==> config.mk <==
export PLATFORM = sky130hd
export DESIGN_NAME = fifo_byte_packer
export DESIGN_NICKNAME = d
export VERILOG_FILES = /design/src/rtl/packer_pkg.sv /design/src/rtl/fifo_pack_out_slot.sv /design/src/rtl/fifo_byte_packer.sv
export SDC_FILE = /design/constraint.sdc
export NUM_CORES = 1
export LEC_CHECK = 0
export CORE_UTILIZATION = 50
export DETAILED_ROUTE_END_ITERATION = 8
export GPL_TIMING_DRIVEN = 1
export PLACE_DENSITY = 0.74
export SETUP_SLACK_MARGIN = 0.4
export SLEW_MARGIN = 20
export SYNTH_ARGS = -nofsm -noshare
export SYNTH_HDL_FRONTEND = slang
export SYNTH_HIERARCHICAL = 1
export SYNTH_SLANG_ARGS = --single-unit
==> constraint.sdc <==
create_clock -name clk -period 3.2 [get_ports clk]
set_input_delay 0.32 -clock clk [delete_from_list [all_inputs] [get_ports clk]]
set_output_delay 0.32 -clock clk [all_outputs]
set_load 0.05 [all_outputs]
==> src/rtl/packer_pkg.sv <==
// Shared defaults and types for the FIFO byte packer and its output slot.
// Optional partial-word flush is enabled with the PACKER_FLUSH_EN macro.
package packer_pkg;

    localparam int DEF_WIDTH = 8;
    localparam int DEF_LANES = 4;
    localparam int LANE_W    = $clog2(DEF_LANES);

    typedef logic [LANE_W:0] cnt_t;

    typedef enum logic [0:0] {
        SLOT_EMPTY = 1'b0,
        SLOT_FULL  = 1'b1
    } slot_state_t;

endpackage

==> src/rtl/fifo_pack_out_slot.sv <==
// One-entry valid/ready holding register for packed words (data plus optional keep).
// The payload only changes on load, so it is stable while the consumer stalls.
module fifo_pack_out_slot
    import packer_pkg::*;
#(
    parameter int PW = 32
)
(
    input  logic          clk,
    input  logic          rst,
    input  logic          load,
    input  logic [PW-1:0] in_word,
    input  logic          o_ready,
    output logic          o_valid,
    output logic [PW-1:0] o_word
);

    slot_state_t   state_r;
    slot_state_t   state_s;
    logic [PW-1:0] word_r;

    // slot state register
    always_ff @(posedge clk or posedge rst) begin
        if (rst) begin
            state_r <= SLOT_EMPTY;
        end else begin
            state_r <= state_s;
        end
    end

    // a load in the same cycle as a handshake keeps the slot full with the new word
    always_comb begin
        state_s = state_r;
        case (state_r)
            SLOT_EMPTY: begin
                if (load) state_s = SLOT_FULL;
                else      state_s = SLOT_EMPTY;
            end
            SLOT_FULL: begin
                if (load || !o_ready) state_s = SLOT_FULL;
                else                  state_s = SLOT_EMPTY;
            end
            default: state_s = SLOT_EMPTY;
        endcase
    end

    // payload register
    always_ff @(posedge clk or posedge rst) begin
        if (rst) begin
            word_r <= {PW{1'b0}};
        end else if (load) begin
            word_r <= in_word;
        end
    end

    // output decode
    always_comb begin
        o_valid = (state_r == SLOT_FULL);
        o_word  = word_r;
    end

endmodule

==> src/rtl/fifo_byte_packer.sv <==
// Drains a byte FIFO and packs LANES bytes little-endian into words on a valid/ready stream.
// Define PACKER_FLUSH_EN to add the flush input and o_keep byte mask for partial words.
module fifo_byte_packer
    import packer_pkg::*;
#(
    parameter int WIDTH = DEF_WIDTH,
    parameter int LANES = DEF_LANES
)
(
    input  logic                   clk,
    input  logic                   rst,
    input  logic                   fifo_empty,
    input  logic [WIDTH-1:0]       fifo_dout,
    output logic                   fifo_rd_en,
    output logic                   o_valid,
    input  logic                   o_ready,
    output logic [WIDTH*LANES-1:0] o_data
`ifdef PACKER_FLUSH_EN
    ,
    input  logic                   flush,
    output logic [LANES-1:0]       o_keep
`endif
);

    localparam int             LW       = $clog2(LANES);
    localparam int             CW       = LW + 1;
    localparam logic [CW-1:0]  CNT_FULL = CW'(LANES);
`ifdef PACKER_FLUSH_EN
    localparam int             PW       = WIDTH*LANES + LANES;
`else
    localparam int             PW       = WIDTH*LANES;
`endif

    logic [CW-1:0]          cnt_r;
    logic                   pend_r;
    logic [WIDTH-1:0]       lane_r [LANES];
    logic                   slot_free_s;
    logic                   xfer_s;
    logic [CW-1:0]          base_s;
    logic                   room_s;
    logic [WIDTH*LANES-1:0] asm_word_s;
    logic [PW-1:0]          slot_in_s;
    logic [PW-1:0]          slot_out_s;
`ifdef PACKER_FLUSH_EN
    logic                   flush_req_r;
    logic [LANES-1:0]       keep_s;
`endif

    // transfer decision and pop request; the pop budget counts the byte still in flight
    always_comb begin
        slot_free_s = !o_valid || o_ready;
`ifdef PACKER_FLUSH_EN
        xfer_s = slot_free_s && ((cnt_r == CNT_FULL) ||
                 (flush_req_r && !pend_r && (cnt_r != {CW{1'b0}})));
`else
        xfer_s = slot_free_s && (cnt_r == CNT_FULL);
`endif
        if (xfer_s) base_s = {CW{1'b0}};
        else        base_s = cnt_r;
        room_s = ({1'b0, base_s} + {{CW{1'b0}}, pend_r}) < {1'b0, CNT_FULL};
`ifdef PACKER_FLUSH_EN
        fifo_rd_en = !rst && !fifo_empty && room_s && !flush_req_r;
`else
        fifo_rd_en = !rst && !fifo_empty && room_s;
`endif
    end

    // lane capture, byte count and in-flight pop tracking
    always_ff @(posedge clk or posedge rst) begin
        if (rst) begin
            cnt_r  <= {CW{1'b0}};
            pend_r <= 1'b0;
            for (int i = 0; i < LANES; i++) lane_r[i] <= {WIDTH{1'b0}};
        end else begin
            pend_r <= fifo_rd_en;
            if (pend_r) begin
                lane_r[base_s[LW-1:0]] <= fifo_dout;
                cnt_r <= base_s + CW'(1);
            end else begin
                cnt_r <= base_s;
            end
        end
    end

`ifdef PACKER_FLUSH_EN
    // flush request holds until the partial word has moved to the output slot
    always_ff @(posedge clk or posedge rst) begin
        if (rst) begin
            flush_req_r <= 1'b0;
        end else begin
            flush_req_r <= (flush_req_r || (flush && ((cnt_r != {CW{1'b0}}) || pend_r)))
                           && !(xfer_s && !pend_r);
        end
    end
`endif

    // assemble the outgoing word; lanes at or above cnt read as zero
    always_comb begin
        asm_word_s = {(WIDTH*LANES){1'b0}};
`ifdef PACKER_FLUSH_EN
        keep_s = {LANES{1'b0}};
`endif
        for (int i = 0; i < LANES; i++) begin
            if (CW'(i) < cnt_r) begin
                asm_word_s[i*WIDTH +: WIDTH] = lane_r[i];
`ifdef PACKER_FLUSH_EN
                keep_s[i] = 1'b1;
`endif
            end else begin
                asm_word_s[i*WIDTH +: WIDTH] = {WIDTH{1'b0}};
            end
        end
    end

`ifdef PACKER_FLUSH_EN
    assign slot_in_s        = {keep_s, asm_word_s};
    assign {o_keep, o_data} = slot_out_s;
`else
    assign slot_in_s = asm_word_s;
    assign o_data    = slot_out_s;
`endif

    fifo_pack_out_slot #(
        .PW(PW)
    ) u_slot (
        .clk     (clk),
        .rst     (rst),
        .load    (xfer_s),
        .in_word (slot_in_s),
        .o_ready (o_ready),
        .o_valid (o_valid),
        .o_word  (slot_out_s)
    );

endmodule

---- After elaboration in Yosys (flattened, before gate mapping) ----
Cells that the tools add are included.
word-level totals
  flip-flop bits (word level) ............. 69
  output and inout bits ................... 34
  word-level logic and storage cells ...... 42
cells by class
  add/sub/neg operators ................... 2
  $lt $le $gt $ge ......................... 7
  equality and inequality tests ........... 1
  mux-type cells .......................... 12
  bitwise operators ....................... 2
  reduce and logical (&&, ||, !) cells .... 10
operators with widths
  cell                                                                   number
  8-bit 2-to-1 mux                                                       5
  32-bit bitwise mux                                                     1
  8-bit demux with 2-bit select                                          1
  1-bit by 3-bit < comparator with 1-bit output (first input constant)   2
  2-bit by 3-bit < comparator with 1-bit output (first input constant)   2
  3-bit 2-to-1 mux                                                       2
  3-bit by 1-bit adder with 4-bit output                                 1
  1-bit logical AND                                                      4
  1-bit zero test                                                        4
  4-bit by 3-bit < comparator with 1-bit output (second input constant)  1
  3-bit by 1-bit adder with 3-bit output (second input constant)         1
  3-bit == test (second input constant)                                  1
  3-bit greater-or-equal comparator (second input constant)              1
  3-bit by 1-bit < comparator with 1-bit output (second input constant)  1
  2-bit NOT with 3-bit output                                            1
  1-bit logical OR                                                       2
  1-bit 2-to-1 mux                                                       2
  1-bit one-hot mux with 2 select lines                                  1
  1-bit NOT                                                              1

---- Depth between registers and ports, before layout ----
Gate-level depths: netlist of run 1.
  depth after elaboration ................. 10
  gate-level depth with buffers ........... 7
  gate-level depth less buffers ........... 7

---- By module ----
The synthesis of run 1 kept the hierarchy.
modules (own cells, without submodules)
  module              instances  cells each  area each (µm²)  sequential area each (µm²)
  fifo_byte_packer    1          128         1770.4           900.9
  fifo_pack_out_slot  1          72          1381.3           825.8

---- Worst setup path before layout of run 1 ----
Ideal clock, no wire load.
  kind .................................... reg2out
  from .................................... register u_slot.state_r (netlist: u_slot/o_valid)
  to ...................................... output port fifo_rd_en
  data arrival time ....................... 1.716 ns
  required time ........................... 2.880 ns
  slack ................................... 1.164 ns
  stages on the path, launching flop included .. 7
  path buffers ............................ 0
  path through ............................ dfrtp_1 nand2b_4 and3_1 nor2_1 ha_1 a21oi_1 o21a_1
between the ends
  longest elaborated chain between the ends .. 7
RTL lines
  what                                           line                      RTL
  start, declared                                fifo_pack_out_slot.sv:18  slot_state_t state_r;
  start signal, assigned                         fifo_pack_out_slot.sv:27  state_r <= state_s;
  1-bit zero test                                fifo_byte_packer.sv:51    slot_free_s = !o_valid || o_ready;
  1-bit logical OR                               fifo_byte_packer.sv:51
  1-bit logical AND                              fifo_byte_packer.sv:56    xfer_s = slot_free_s && (cnt_r == CNT_FULL);
  named net xfer_s                               fifo_byte_packer.sv:38    logic xfer_s;
  3-bit 2-to-1 mux                               fifo_byte_packer.sv:58    if (xfer_s) base_s = {CW{1'b0}};
  3-bit by 1-bit adder with 4-bit output         fifo_byte_packer.sv:60    room_s = ({1'b0, base_s} + {{CW{1'b0}}, pend_r}) < {1'b0, CNT_FULL};
  4-bit by 3-bit < comparator with 1-bit output  fifo_byte_packer.sv:60
  1-bit logical AND                              fifo_byte_packer.sv:64    fifo_rd_en = !rst && !fifo_empty && room_s;
  end, declared                                  fifo_byte_packer.sv:14    output logic fifo_rd_en,
The timed path passes the listed nets, and every way through them passes these cells.

---- Worst setup path after layout of run 1 ----
  from .................................... register cnt_r[1]
  to ...................................... output port fifo_rd_en
between the ends
  longest elaborated chain between the ends .. 6
RTL lines
  what                                           line                    RTL
  start, declared                                fifo_byte_packer.sv:34  logic [CW-1:0] cnt_r;
  start signal, assigned                         fifo_byte_packer.sv:71  cnt_r <= {CW{1'b0}};
  start signal, assigned                         fifo_byte_packer.sv:78  cnt_r <= base_s + CW'(1);
  start signal, assigned                         fifo_byte_packer.sv:80  cnt_r <= base_s;
  3-bit == test                                  fifo_byte_packer.sv:56
  1-bit logical AND                              fifo_byte_packer.sv:56
  named net xfer_s                               fifo_byte_packer.sv:38
  3-bit 2-to-1 mux                               fifo_byte_packer.sv:58
  3-bit by 1-bit adder with 4-bit output         fifo_byte_packer.sv:60
  4-bit by 3-bit < comparator with 1-bit output  fifo_byte_packer.sv:60
  1-bit logical AND                              fifo_byte_packer.sv:64
The timed path passes the listed nets, and every way through them passes these cells.

==> results of run 1 <==
[cells by family (layout without fill, tap and decap cells)]
| family | Yosys count | count (layout) | synth area share [%] |
|---|---|---|---|
| AO/OA/AOI/OAI | 6 | 6 | 1.39 |
| XOR/XNOR | 1 | 1 | 0.278 |
| adder cells (fa/ha/maj) | 6 | 6 | 2.38 |
| buffers and inverters | 11 | 70 | 3.37 |
| flip-flops | 69 | 69 | 54.8 |
| multiplexers | 64 | 64 | 27.3 |
| AND/OR/NAND/NOR | 43 | 43 | 10.5 |
[report_power, final]
part           total, mW  leakage [nW]  switching [mW]  internal (mW)
sequential          1.47         0.863           0.223           1.25
combinational       1.87         0.790           0.988          0.883
clock              0.794         0.110           0.312          0.482
total               4.14          1.76            1.52           2.61
[worst register-to-register path: stages (launching register included)]
cell     delay (ps)
dfrtp_1         460
inv_1           160
ha_1            200
and3_2          200
buf_4           500
mux2_2          420
[cell usage after synthesis (2+ instances only)]
cell,instances
a21oi_1,2
and2_1,8
and2b_1,5
buf_12,3
buf_6,2
dfrtp_1,69
ha_1,6
inv_1,5
mux2_2,27
mux2_4,37
nand2_8,4
nor2_1,3
nor2b_1,19
[sequential cells by signal, indices dropped and copies added (netlist names)]
signal          count
u_slot/o_valid      1
lane_r             32
u_slot/o_word      32
pend_r              1
cnt_r               3
[layer usage]
| metal | routed length, um | global-route usage, % | share of wire (%) |
|---|---|---|---|
| met5 | 0 | 0 | 0 |
| met4 | 82 | 7.50 | 1.6 |
| met1 | 2430 | 24.2 | 46 |
| met2 | 2550 | 28.3 | 48 |
| met3 | 200 | 5.96 | 3.8 |
[cells in the final DEF (no fill, tap or decap)]
master           synthesis  routed
a21boi_2                 1       1
a21o_1                   1       1
a21oi_1                  2       2
and2_1                   8       8
and2b_1                  5       5
and3_2                   0       1
buf_12                   3       1
buf_4                    0       4
bufinv_16                0       2
clkbuf_1                 0       2
clkbuf_8                 0      11
clkdlybuf4s50_1          0      44
clkinvlp_4               0       1
dfrtp_1                 69      69
ha_1                     6       6
inv_1                    5       5
mux2_2                  27      27
mux2_4                  37      37
nand2_1                  1       1
nand2_8                  4       4
nand2b_4                 1       1
nor2_1                   3       3
nor2b_1                 19      19
nor3_2                   1       1
o21a_1                   1       1
o31ai_1                  1       1
xnor2_1                  1       1
[layout make-up]
class	count	share of cell area, %
well taps	75	2.42
clock buffers	13	4.10
inverters	5	0.484
clock inverters	3	1.74
multi-input cells	120	34.1
repair buffers	49	12.7
flip-flops and latches	69	44.5
[worst min-delay path by stage]
stage               startpoint  slack [ps]  cells past startpoint                to
global placement    lane_r[21]         480                      1        lane_r[21]
detailed placement  lane_r[27]         480                      1        lane_r[27]
floorplan                  rst         450                      1    u_slot/o_valid
finish                     rst         420                      3  u_slot/o_word[8]
global route        lane_r[22]         510                      1        lane_r[22]
CTS                        rst         440                      3  u_slot/o_word[8]
[through the flow]
stage	setup slack (ps)	util (%)	total power, mW
after floorplan	1160	-	2.90
after global routing	452	64.7	4.35
final	590	64.7	4.14
after global placement	856	60.9	3.33
after CTS	572	64.7	4.18
after detailed placement	831	60.9	3.37
==> key figures, run 1 <==
CTS
  • Post-cts repair resize count: 0
  • Worst-path clk slew: 70 ps
  • Postcts setup bufs: 0
  • CTS sink cnt: 69
  • CTS Hold Buffers Added: 0
  • CTS Buffer Depth: 2
  • CTS tree: done
  • Clock Latency Late Sink: 340 ps
  • Htree depth: 3
  • Root Driver: clkbuf_8
  • CTS Buf Count: 9

GRT
  • Initial antenna violation count: 0
  • Overall Global Routing Usage: 18.5%
  • First-pass GRT wire length: 8480 um
  • Largest net degree at the start of global routing: 37
  • Global route total overflow: 0
  • Vias in the first global route: 1638

Timing
  • Worst Tran Pin Value: 625 ps
  • Rel. slew slack: 58.1%
  • Fin. max-slew vios: 0
  • Final hold vios: 0
  • Setup TNS: 0 ps
  • Setup Skew: 6.10 ps
  • Final period util: 81.6%
  • Peak Freq: 383 MHz
  • RSZ-0062 raised after global routing: no
  • Worst hold slack: 423 ps
  • Setup violators final: 0
  • Minimum clock period: 2610 ps

Floorplan
  • I/O Pins: 46
  • Die height: 81.4 um
  • Core box area: 5990 um2
  • # rows: 28
  • Die Wd: 81.4 um
  • Die area: 6630 um2
  • Starting Density: 52.6%

Critical path
  • Crit-path leading delay family: buffers and inverters
  • Reg2Reg Depth: 5
  • Critical Path Max Stage Delay: 500 ps
  • Crit end category: output pin
  • Worst-path maximum fanout: 35
  • Nature of the critical path startpoint: flip-flop
  • Worst path required time: 2880 ps
  • CP cell instances: inv_1 -> ha_1 -> and3_2 -> buf_4 -> o21a_1 -> buf_12
  • CP arrival: 2290 ps
  • Crit Path Class: flip-flop to output pin
  • CP startpoint: cnt_r[1]
  • Reg2reg end: u_slot/o_word[10]
  • Worst path depth: 6
  • Worst R2R Start: cnt_r[1]
  • Setup slack, reg-to-reg: 1150 ps
  • Crit path to: fifo_rd_en
  • CP max-delay cell: buf_4
  • CP bufs+invs: 3

Hold path
  • Hold WC Path Type: input pin to async pin

Placed design
  • IO Port Bufs: 45
  • Post-Place Cells: 318
  • DPL Wire Length: 3550 um
  • Total placed instance area: 3650 um2
  • Gpl congestion: 0.797

Routing
  • Initial DRT Pass Iterations: 4
  • Vias per cell: 4.93
  • Drt initial violations: 71
  • Final antenna-violating net count: 0
  • Wirelength per Cell: 15.7 um
  • Residual DRC: 0
  • WL final: 5260 um
  • Via count: 1645

Final layout
  • Ant diodes: 0
  • Design Area, Final: 3880 um2
  • Layout Cells excl Fill: 334
  • Layout cells sized above 1: 35.1%
  • Sequential Area: 1730 um2
  • NumNets Final: 272
  • Area of the multi-input gates: 1320 um2
  • FILL cells: 443
  • Layout area overhead: 23.0%

Logic synthesis
  • Cells after synthesis: 200
  • Ranking of synthesized cells by area: dfrtp_1 (55%), mux2_4 (18%), mux2_2 (9.6%), nor2b_1 (3.8%), nand2_8 (2.5%)
  • Synth area leader: dfrtp_1
  • Post-synthesis sequential area ratio: 54.8%
  • Mapped cell area: 3150 um2
  • Post-synth ARST share: 100%
  • Unique cell type count in the Yosys netlist: 23
  • Syn_nets: 218
  • Synthesized flop and latch total: 69
  • Post-synth EDFFs: 0
  • Mean area per synthesized cell: 15.8 um2
  • Syn. warnings: 6
  • Top FF cell, synth: dfrtp_1
  • Top-area cell type share of the netlist area: 54.8%

Run
  • Max Cap Violations: 0

Status
  • Outcome: finished clean

Power and ir drop
  • Pwr Density: 1070 nW/um2
  • LEAKAGE: 1.76 nW
  • Peak supply drop: 0.000523 V
No activity file was read; power rests on OpenSTA's default activity.
==> run 2, diff against run 1 <==
==> constraint.sdc (replaced) <==
create_clock -name clk -period 2.68 [get_ports clk]
set_input_delay 0.268 -clock clk [delete_from_list [all_inputs] [get_ports clk]]
set_output_delay 0.268 -clock clk [all_outputs]
set_load 0.05 [all_outputs]
==> run 2 against run 1 <==
Effect of this change: worst setup slack got worse by 110 ps; flip-flop and latch count is the same; cell area fell by 0.26%; power grew 16%; core utilization is 0.17 points lower; die area unchanged; register-to-register slack worse by 150 ps; non-clock buffer count up 3; clock power shrank 5.9%; combinational power rose by 24%.
==> key figures, run 2 (synthesis results as in run 1) <==
GRT
  • First-pass GRT wire length: 9060 um
  • Overall Global Routing Usage: 19.6%
  • Global route total overflow: 0
  • Initial antenna violation count: 0
  • Largest net degree at the start of global routing: 37
  • Vias in the first global route: 1699

Critical path
  • Nature of the critical path startpoint: flip-flop
  • Crit end category: output pin
  • CP arrival: 1940 ps
  • Crit Path Class: flip-flop to output pin
  • Worst path required time: 2410 ps
  • Worst-path maximum fanout: 4

Floorplan
  • Die area: 6630 um2
  • Core box area: 5990 um2
  • Die height: 81.4 um
  • I/O Pins: 46
  • Starting Density: 52.6%
  • Die Wd: 81.4 um
  • # rows: 28

CTS
  • CTS tree: done
  • CTS Buf Count: 9
  • CTS Buffer Depth: 2
  • CTS Hold Buffers Added: 0
  • CTS sink cnt: 69
  • Root Driver: clkbuf_8
  • Htree depth: 3
  • Clock Latency Late Sink: 340 ps
  • Worst-path clk slew: 70 ps

Power and ir drop
  • Peak supply drop: 0.000641 V
  • LEAKAGE: 1.75 nW
  • Tot Pwr: 4.81 mW
  • Pwr Density: 1240 nW/um2

Timing
  • Peak Freq: 453 MHz
  • Final period util: 82.3%
  • Setup TNS: 0 ps
  • Worst Tran Pin Value: 659 ps
  • Final hold vios: 0
  • Fin. max-slew vios: 0
  • RSZ-0062 raised after global routing: no
  • Minimum clock period: 2210 ps
  • Setup Skew: 5.92 ps
  • Rel. slew slack: 55.9%
  • Worst setup margin: 475 ps
  • Setup violators final: 0

Routing
  • Via count: 1717
  • WL final: 5580 um
  • Final antenna-violating net count: 0
  • Residual DRC: 0
  • Drt initial violations: 80
  • Initial DRT Pass Iterations: 4
  • Vias per cell: 5.09
  • Wirelength per Cell: 16.6 um

Status
  • Outcome: finished clean

Final layout
  • Ant diodes: 0
  • NumNets Final: 275
  • Layout cells sized above 1: 37.4%
  • Layout area overhead: 22.7%
  • Design Area, Final: 3870 um2
  • Final Util: 64.5%
  • Most common cell after layout, fill and taps aside: dfrtp_1
  • Most frequent cells in the layout: dfrtp_1 (67), clkdlybuf4s50_1 (44), mux2_4 (37)

Run
  • Max Cap Violations: 0

Placed design
  • IO Port Bufs: 45
  • Total placed instance area: 3660 um2
  • Pre-CTS setup slack: 577 ps
  • DPL Wire Length: 3770 um
  • Gpl congestion: 0.790

Hold path
  • Hold WC Path Type: input pin to async pin
[run 2: changes by cell type in the layout (fill, tap and decap cells not counted), sizes merged]
cell,delta
buf,+3
bufinv,-2
clkbuf,+2
clkinv,+1
clkinvlp,-1
[run 2: where the power goes]
group | switching (mW) | total [mW] | internal (mW)
clock network | 0.359 | 0.747 | 0.387
registers | 0.256 | 1.75 | 1.49
logic | 1.23 | 2.32 | 1.09
[run 2: layout make-up]
| class | instances | area (um2) |
|---|---|---|
| Timing Repair Buffer | 52 | 513 |
| Inverter | 5 | 18.8 |
| Fill cell | 447 | 2120 |
| Clock buffer | 15 | 166 |
| Multi-Input combinational cell | 120 | 1340 |
| Clock inverter | 1 | 5.00 |
| Sequential cell | 69 | 1730 |
| Tap cell | 75 | 93.8 |
[run 2: metal layers]
layer	share of wire, %	vias up	routed length (um)	track usage (%)
li1	-	798	-	-
met2	48	40	2700	29.3
met3	2.7	9	149	5.51
met1	48	870	2650	26.4
met5	0	-	0	0
met4	1.4	0	78	8.57
[run 2: stage by stage]
| stage | std cells | hold WS (ps) |
|---|---|---|
| final | 337 | 369 |
| after global routing | 337 | 465 |
| after CTS | 337 | 386 |
| after detailed placement | 319 | 484 |
| after global placement | 319 | 482 |
| after floorplan | 200 | 397 |
[run 2: path summary, 6_finish.rpt]
| kind | start | end | slack, ps | cells past startpoint |
|---|---|---|---|---|
| min in group clk | lane_r[22] | lane_r[22] | 490 | 1 |
| min reg2reg | lane_r[22] | lane_r[22] | 490 | 1 |
| max | cnt_r[1] | fifo_rd_en | 470 | 8 |
| max in group asynchronous | rst | cnt_r[1] | 1900 | 3 |
| min | rst | u_slot/o_word[13] | 370 | 3 |
| max reg2reg | cnt_r[1] | u_slot/o_word[17] | 1000 | 4 |
[run 2: critical path, cell delays in order, from the launching register on]
cell and delay [ps]:
dfrtp_2 420, inv_2 100, ha_4 140, and3_4 190
nor2_1 50, ha_1 200, a21oi_2 150, o21a_1 190
buf_12 150
[run 2: timing repair]
item                                    CTS  global route
setup buffers                             2             0
gates resized for setup                   3             5
endpoints found under the setup margin    1             1
pin swaps                                 1             1
gates cloned                              0             0
==> run 3, diff against run 2 <==
==> constraint.sdc (replaced) <==
create_clock -name clk -period 2.3 [get_ports clk]
set_input_delay 0.23 -clock clk [delete_from_list [all_inputs] [get_ports clk]]
set_output_delay 0.23 -clock clk [all_outputs]
set_load 0.05 [all_outputs]
==> run 3 against run 2 <==
Effect of this change: clock skew grew 5.0 ps; flip-flop and latch count stayed put; power increased by 22%; final cell count up 1.5%; core utilization increased by 1.4 points; non-clock buffer count grew 5; critical path type unchanged; critical endpoint unchanged; largest cell class unchanged; highest routed layer unchanged.
==> key figures, run 3 (synthesis results as in run 1) <==
Critical path
  • CP cell instances: inv_2 -> ha_4 -> and3_4 -> nor2_2 -> ha_2 -> a21oi_2 -> o21a_2 -> buf_12
  • Crit-path leading delay family: flip-flops
  • CP bufs+invs: 2
  • CP arrival: 1770 ps
  • CP max-delay cell: dfrtp_1
  • Reg2Reg Depth: 5
  • Worst-path maximum fanout: 3
  • Setup slack, reg-to-reg: 490 ps
  • Worst path required time: 2070 ps
  • Worst R2R Start: cnt_r[0]
  • Crit end category: output pin
  • Crit Path Class: flip-flop to output pin
  • Critical Path Max Stage Delay: 400 ps
  • Nature of the critical path startpoint: flip-flop
  • Reg2reg end: u_slot/o_word[16]

Power and ir drop
  • Int Pwr: 3.67 mW
  • Switching part of the total: 37.5%
  • Peak supply drop: 0.00110 V
  • Clock power frac: 18.0%
  • LEAKAGE: 1.79 nW
  • NetSw: 2.21 mW
  • Pwr Density: 1490 nW/um2
  • Comb power frac: 47.2%
  • Sequential share of power: 34.8%

Final layout
  • Layout cells sized above 1: 40.1%
  • Layout Cells excl Fill: 342
  • Design Area, Final: 3950 um2
  • Area of the multi-input gates: 1350 um2
  • Most frequent cells in the layout: dfrtp_1 (67), clkdlybuf4s50_1 (44), mux2_4 (37)
  • Layout area overhead: 25.4%
  • Sequential Area: 1730 um2
  • Most common cell after layout, fill and taps aside: dfrtp_1
  • Ant diodes: 0
  • FILL cells: 457
  • NumNets Final: 280

CTS
  • CTS Buffer Depth: 2
  • CTS sink cnt: 69
  • Htree depth: 3
  • Root Driver: clkbuf_8
  • Clock Latency Late Sink: 340 ps
  • CTS Hold Buffers Added: 0
  • CTS tree: done
  • CTS Buf Count: 9
  • Worst-path clk slew: 70 ps

Timing
  • Setup violators final: 0
  • Final period util: 87.2%
  • Fin. max-slew vios: 0
  • RSZ-0062 raised after global routing: yes
  • Setup TNS: 0 ps
  • Peak Freq: 499 MHz
  • Setup Skew: 10.9 ps
  • Worst hold slack: 335 ps
  • Worst setup margin: 295 ps
  • Worst Tran Pin Value: 590 ps
  • Minimum clock period: 2000 ps
  • Final hold vios: 0
  • Rel. slew slack: 60.6%

Placed design
  • IO Port Bufs: 45
  • Total placed instance area: 3660 um2
  • DPL Wire Length: 3700 um
  • Pre-CTS setup slack: 372 ps
  • Gpl congestion: 0.759
  • Post-Place Cells: 319

GRT
  • Initial antenna violation count: 0
  • Largest net degree at the start of global routing: 37
  • First-pass GRT wire length: 9070 um
  • Overall Global Routing Usage: 19.3%
  • Vias in the first global route: 1722
  • Global route total overflow: 0

Floorplan
  • Die Wd: 81.4 um
  • I/O Pins: 46
  • Die height: 81.4 um
  • Die area: 6630 um2
  • Starting Density: 52.6%
  • # rows: 28
  • Core box area: 5990 um2

Routing
  • Wirelength per Cell: 16.6 um
  • Final antenna-violating net count: 0
  • Drt initial violations: 138
  • Vias per cell: 5.06
  • WL final: 5690 um
  • Initial DRT Pass Iterations: 4
  • Residual DRC: 0
  • Via count: 1729

Status
  • Outcome: finished clean

Run
  • Max Cap Violations: 0

Hold path
  • Hold WC Path Type: input pin to async pin
[run 3: changes by cell type in the layout (fill, tap and decap cells not counted), sizes merged]
cell / change
clkinvlp: +1
clkbuf: -3
bufinv: +2
buf: +5
[run 3: worst max path at each step]
stage | startpoint | end | slack, ps | depth (start not counted)
after detailed placement | o_ready | fifo_rd_en | 370 | 8
final | cnt_r[0] | fifo_rd_en | 300 | 8
after CTS | cnt_r[1] | fifo_rd_en | 270 | 8
after global routing | cnt_r[0] | fifo_rd_en | 240 | 8
after global placement | o_ready | fifo_rd_en | 380 | 8
after floorplan | u_slot/o_valid | fifo_rd_en | 490 | 6
[run 3: layout make-up]
class                           instances  share of cell area [%]
Clock inverter                          4                    1.84
Timing Repair Buffer                   57                    14.0
Clock buffer                           12                    3.42
Sequential cell                        69                    43.7
Multi-Input combinational cell        120                    34.1
Tap cell                               75                    2.37
Inverter                                5                   0.538
[run 3: power by group through the flow]
stage / sequential [mW] / combinational, mW / clock (mW)
final: 2.04 / 2.77 / 1.06
after floorplan: 2.69 / 1.35 / 0
after detailed placement: 2.07 / 2.63 / 0
after global placement: 2.05 / 2.59 / 0
after global routing: 2.10 / 2.95 / 1.12
after CTS: 2.04 / 2.74 / 1.08
[run 3: routing by layer]
layer  track usage (%)  vias to the layer above  routed length (um)
li1                  -                      805                   -
met1              26.8                      872                2620
met2              28.8                       41                2780
met3              3.48                       11                 171
met4              9.82                        0                 121
met5                 0                        -                   0
[run 3: metrics by stage]
| step | total power [mW] | util, % |
|---|---|---|
| 3_3_place_gp | 4.64 | 61.1 |
| 6_report | 5.88 | 66.0 |
| 3_5_place_dp | 4.70 | 61.1 |
| 2_1_floorplan | 4.04 | - |
| 5_1_grt | 6.18 | 66.0 |
| 4_1_cts | 5.86 | 65.5 |
[run 3: timing repair]
action	CTS	global route
resized for setup	9	3
pin swaps	1	2
buffers inserted	4	3
endpoints found under the setup margin	1	1
[run 3: tightest hold or removal path: stages]
cell and delay, ps:
clkdlybuf4s50_1 430, inv_1 60, buf_4 380
